===== src/rtl/rr_mux_arb.sv =====
// rr_mux_arb: N-channel registered mux with valid/ready handshakes.
// MODE 0 picks the channel from sel; MODE 1 round-robins requesters.
//
// Ports:
//   clk, rst_n             clock, asynchronous active-low reset
//   in_data  [N_CH*WIDTH]  channel i at [i*WIDTH +: WIDTH]
//   in_valid [N_CH]        per-channel valid
//   in_ready [N_CH]        per-channel accept (combinational)
//   sel      [SELW]        channel select (MODE 0 only)
//   out_data [WIDTH]       registered output word
//   out_ch   [SELW]        source channel of out_data
//   out_valid, out_ready   output handshake
module rr_mux_arb #(
    parameter int N_CH  = 4,
    parameter int WIDTH = 8,
    parameter int MODE  = 0,
    parameter int SELW  = (N_CH > 1) ? $clog2(N_CH) : 1
) (
    input  logic                  clk,
    input  logic                  rst_n,
    input  logic [N_CH*WIDTH-1:0] in_data,
    input  logic [N_CH-1:0]       in_valid,
    output logic [N_CH-1:0]       in_ready,
    input  logic [SELW-1:0]       sel,
    output logic [WIDTH-1:0]      out_data,
    output logic [SELW-1:0]       out_ch,
    output logic                  out_valid,
    input  logic                  out_ready
);

    logic [N_CH-1:0]  grant;
    logic             can_load;
    logic             accept;
    logic [WIDTH-1:0] pick_data;
    logic [SELW-1:0]  pick_ch;

    logic             out_valid_q, out_valid_d;
    logic [WIDTH-1:0] out_data_q, out_data_d;
    logic [SELW-1:0]  out_ch_q, out_ch_d;

    // Output register can take a word when empty or draining this cycle.
    assign can_load = !out_valid_q || out_ready;
    assign in_ready = rst_n ? (grant & {N_CH{can_load}}) : '0;
    assign accept   = |(in_ready & in_valid);

    // grant is one-hot or zero, so an OR-style pick is safe.
    always_comb begin
        pick_data = '0;
        pick_ch   = '0;
        for (int i = 0; i < N_CH; i++) begin
            if (grant[i]) begin
                pick_data = in_data[i*WIDTH +: WIDTH];
                pick_ch   = SELW'(i);
            end
        end
    end

    generate
        if (MODE == 0) begin : g_sel
            // Out-of-range sel matches no channel, so nothing is granted.
            always_comb begin
                grant = '0;
                for (int i = 0; i < N_CH; i++) begin
                    grant[i] = (int'(sel) == i);
                end
            end
        end else begin : g_rr
            logic [SELW-1:0] ptr_q, ptr_d;
            logic            found;
            logic            unused_sel;

            assign unused_sel = ^sel;

            // Search above the pointer first, then wrap to the
            // channels at or below it: priority starts at ptr+1.
            always_comb begin
                grant = '0;
                found = 1'b0;
                for (int i = 0; i < N_CH; i++) begin
                    if (!found && in_valid[i] && (i > int'(ptr_q))) begin
                        grant[i] = 1'b1;
                        found    = 1'b1;
                    end
                end
                for (int i = 0; i < N_CH; i++) begin
                    if (!found && in_valid[i] && (i <= int'(ptr_q))) begin
                        grant[i] = 1'b1;
                        found    = 1'b1;
                    end
                end
            end

            // Pointer only moves on a real transfer, so a stalled
            // requester keeps its turn.
            assign ptr_d = accept ? pick_ch : ptr_q;

            always_ff @(posedge clk or negedge rst_n) begin
                if (!rst_n) begin
                    ptr_q <= SELW'(N_CH - 1);
                end else begin
                    ptr_q <= ptr_d;
                end
            end
        end
    endgenerate

    always_comb begin
        out_valid_d = out_valid_q;
        out_data_d  = out_data_q;
        out_ch_d    = out_ch_q;
        if (accept) begin
            out_valid_d = 1'b1;
            out_data_d  = pick_data;
            out_ch_d    = pick_ch;
        end else if (out_ready) begin
            out_valid_d = 1'b0;
        end
    end

    always_ff @(posedge clk or negedge rst_n) begin
        if (!rst_n) begin
            out_valid_q <= 1'b0;
            out_data_q  <= '0;
            out_ch_q    <= '0;
        end else begin
            out_valid_q <= out_valid_d;
            out_data_q  <= out_data_d;
            out_ch_q    <= out_ch_d;
        end
    end

    assign out_valid = out_valid_q;
    assign out_data  = out_data_q;
    assign out_ch    = out_ch_q;

endmodule


===== config.mk =====
export PLATFORM = sky130hd
export DESIGN_NAME = rr_mux_arb
export DESIGN_NICKNAME = d
export VERILOG_FILES = /design/src/rtl/rr_mux_arb.sv
export SDC_FILE = /design/constraint.sdc
export NUM_CORES = 1
export LEC_CHECK = 0
export CAP_MARGIN = 5
export CELL_PAD_IN_SITES_DETAIL_PLACEMENT = 0
export CELL_PAD_IN_SITES_GLOBAL_PLACEMENT = 2
export CORE_MARGIN = 10
export CORE_UTILIZATION = 21
export DETAILED_ROUTE_END_ITERATION = 6
export GPL_TIMING_DRIVEN = 0
export PLACE_DENSITY = 0.83
export SYNTH_ARGS = -nofsm -noshare
export SYNTH_HDL_FRONTEND = slang
export SYNTH_SLANG_ARGS = --single-unit

===== constraint.sdc =====
create_clock -name clk -period 3.25 [get_ports clk]
set_input_delay 0.65 -clock clk [delete_from_list [all_inputs] [get_ports clk]]
set_output_delay 0.65 -clock clk [all_outputs]
set_load 0.05 [all_outputs]

# ---- Word level (Yosys, flattened, before mapping)
# Index checks and enable logic that the tools add are counted.
dict set report totals {
  ff_bits 11
  inputBits 41
  out_inout_bits 15
  word_cells 23
}
dict set report op_classes {
  eq_ne 3
  n_mux 10
  bitwise 2
  reduce_logical 5
}
# cell n
set op_table {}
lappend op_table {{$mux 8} 4}
lappend op_table {{$and 4x4->4} 2}
lappend op_table {{$eq 2x2->1 const B} 2}
lappend op_table {{$mux 2} 2}
lappend op_table {{$mux 4} 1}
lappend op_table {{$reduce_or 4->1} 1}
lappend op_table {{$mux 1} 3}
lappend op_table {{$eq 2x1->1 const B} 1}
lappend op_table {{$logic_not 2->1} 1}
lappend op_table {{$reduce_bool 2->1} 1}
lappend op_table {{$logic_not 1->1} 1}
lappend op_table {{$logic_or 1x1->1} 1}

# ---- Depth between registers and ports, before layout
dict set report depth {
  ltp_word 7
  mapped_depth 5
  ltp_nobuf 4
}

# ---- Worst setup path before layout
# Ideal clock, no wire load.
dict set report synth_path {
  path_type {input-to-output}
  start {input sel[1]}
  end {output in_ready[0]}
  t_arrival_ps 2114
  t_required_ps 2600
  slack_ps 486
  cell_stages 3
  n_path_buf 2
  path_cell_list {buf_2 -> buf_1 -> nor3_1}
}
dict set report synth_between {
  elab_chain_cells 3
}
# element line_no
set synth_lines {}
lappend synth_lines {{from (decl)} 24} ;# input logic [SELW-1:0] sel,
lappend synth_lines {{$logic_not 2->1} 64} ;# grant[i] = (int'(sel) == i);
lappend synth_lines {{$and 4x4->4} 43} ;# assign in_ready = rst_n ? (grant & {N_CH{can_load}}) : '0;
lappend synth_lines {{$mux 4} 43}
lappend synth_lines {{to (decl)} 23} ;# output logic [N_CH-1:0] in_ready,
# Every way passes these cells.

# ---- Final worst setup path
dict set report layout_path {
  start {input out_ready}
  end {output in_ready[3]}
}
dict set report layout_between {
  elab_chain_cells 3
}
# element line_no
set layout_lines {}
lappend layout_lines {{from (decl)} 28} ;# input logic out_ready
lappend layout_lines {{$logic_or 1x1->1} 42} ;# assign can_load = !out_valid_q || out_ready;
lappend layout_lines {{$and 4x4->4} 43}
lappend layout_lines {{$mux 4} 43}
# Every way passes these cells.

==> out/qor.csv <==
metric;value;unit
pwr-share-clk;0.151;
totalWireLength;2570;um
synth-seq-cells;11;
leakage;0.538;nW
busiest_layer;met2;
drtAntennaViolNets;0;
setup-tns-final;0;ns
syn_inst;50;
min_path_type;input port to asynchronous set/reset pin;
p_sw_frac;0.411;
grt_pass1_wl;4050;um
grt.total_usage;0.0828;
htreeDepth;1;
yosys_warnings;0;
grt_max_degree;16;
die_y;79.4;um
setup_slack;0.172;ns
cts_buffer_depth;2;
placed_cells;149;
grt-ovfl-total;0;
portBuffers;53;
finalHoldViolCount;0;
use_met3;0.0405;
numClockSinks;11;
final-setup-viol-count;0;
final_cells;153;
maxSlewViolCount;0;
synthTopCellsByArea;dfrtp_1 (37%), mux4_1 (28%), mux2_2 (14%);
yosys.area.top_type;dfrtp_1;
layout_min_cycle_time;3.08;ns
crit_fanout;4;
critPathLaunchType;input port;
period_share;0.947;
tightest_slew;0.514;ns
grt_use_met2;0.144;
drt_first_pass_iters;3;
rows;21;
routabilityCongestion;0.672;
p_seq_frac;0.300;
hpwl;2130;um
path_clk_slew;0.08;ns
worst-setup-path-type;input port to primary output;
powerDensity;471;nW/um^2
cts_tree;done;
status;completed;
grt_antenna_before_repair;0;
nets;149;
drcViolationCount;0;
syn_area;741;sq um
maxSlewHeadroom;0.656;
clock_latency;0.27;ns
rsz0062_at_grt;false;
io-pin-count;56;
ys_types;19;
drtIter0Drc;10;
num-fill-cells;370;
numCtsBuffers;3;
syn-num-nets;91;
area_growth;82.3;%
place_ws;-0.261;ns
crit_arrival;2.43;ns
ys_seq_area_frac;0.372;
drv_cap;0;
dieArea;6300;sq um
layout-drive-gt1-share;0.178;
cts_root_buffer;clkbuf_4;
maxClockFrequency;0.325;GHz
vias_per_cell;4.29;
initial_utilization;0.220;
dieWidth;79.4;um
n_antenna_cell;0;
p_int;375;uW
yosysTopAreaCellShare;0.372;
syn_avg_cell_area;14.8;sq um
required;2.60;ns
peakVddDrop;0.155;mV
combPwrFrac;0.549;
end_kind;primary output;
core;3360;sq um
grt_use_met1;0.0907;
vias;657;
power.switching;261;uW
skew;0.00667;ns
grt_pass1_vias;737;
wl_per_cell;16.8;um
per-layer routing:
metal  part of all wire  wire (um)
met1               0.40       1020
met2               0.53       1360
met3              0.072        185
met4             0.0047         12
met5                  0          0
cells in the final DEF, fill, tap and decap left out:
cell              n
dfrtp_1          11
o21ba_2           1
clkbuf_4          3
inv_1             1
clkbuf_1          1
buf_6             1
clkdlybuf4s50_1  52
nor2_1            3
clkbuf_8          1
buf_1             1
mux4_1            8
mux2_4            1
mux2i_1           1
o211ai_1          1
a21oi_1           1
clkbuf_2          1
mux2_2            9
buf_2             1
nor3_1            2
nand3_1           2
nand2b_1          1
nand2_1           3
o22ai_4           1
worst paths after layout:
check / start / to / slack, ns / cells after the start
max: out_ready / in_ready[3] / 0.17 / 5
min: rst_n / out_data[7] / 0.27 / 1
max reg2reg: out_valid / out_data[3] / 1.64 / 4
min reg2reg: out_data[0] / out_data[0] / 0.51 / 1
min in group clk: out_data[0] / out_data[0] / 0.51 / 1
max in group asynchronous: rst_n / out_data[3] / 2.71 / 1
cell usage after synthesis:
cell type / instances
a21oi_1: 1
buf_1: 1
buf_2: 1
buf_6: 1
clkbuf_8: 1
dfrtp_1: 11
inv_1: 1
mux2_2: 9
mux2_4: 1
mux2i_1: 1
mux4_1: 8
nand2_1: 3
nand2b_1: 1
nand3_1: 2
nor2_1: 3
nor3_1: 2
o211ai_1: 1
o21ba_2: 1
o22ai_4: 1
cell type report:
type / count / area [sq um] / area share
plain buffers: 4 / 33.8 / 0.0250
flip-flops and latches: 11 / 275 / 0.204
well taps: 46 / 57.6 / 0.0426
clock buffers: 4 / 26.3 / 0.0195
multi-input cells: 34 / 428 / 0.317
repair buffers: 53 / 526 / 0.389
inverters: 1 / 3.75 / 0.00278
metrics by stage:
stage | total power, mW | hold slack [ns] | instance area (sq um) | util
3_5_place_dp | 0.548 | 0.499 | 1330 | 0.395
5_1_grt | 0.672 | 0.282 | 1350 | 0.401
6_report | 0.636 | 0.274 | 1350 | 0.401
4_1_cts | 0.649 | 0.513 | 1350 | 0.403
2_1_floorplan | 0.404 | 0.354 | 741 | -
3_3_place_gp | 0.544 | 0.492 | 1330 | 0.395
cells by family after synthesis:
kind of cell           after synthesis  synth area share
muxes                               19             0.454
and+or+nand+nor                     11            0.0659
buffers and inverters                5            0.0507
AOI/OAI and AO/OA                    4            0.0574
DFF                                 11             0.372
timing repair:
| action | in CTS | in global routing |
|---|---|---|
| setup buffers | 0 | 0 |
| endpoints found under the setup margin | 4 | 4 |
| hold buffers | 0 | 0 |
| gates resized for setup | 1 | 2 |
power groups by stage:
stage | registers [mW] | clock network (mW) | logic, mW
2_1_floorplan | 0.323 | 0 | 0.0809
3_3_place_gp | 0.193 | 0 | 0.351
3_5_place_dp | 0.194 | 0 | 0.354
4_1_cts | 0.192 | 0.103 | 0.354
5_1_grt | 0.197 | 0.110 | 0.366
6_report | 0.190 | 0.0963 | 0.349
flip-flops by register name (all words and copies together) (netlist names):
signal     count
out_data       8
out_ch         2
out_valid      1
critical path, cell delays in order:
cell and delay, ns:
clkdlybuf4s50_1 0.45, nand2b_1 0.17, nand3_1 0.19, nor2_1 0.14
clkdlybuf4s50_1 0.82
No activity file was read; power rests on OpenSTA's default activity.
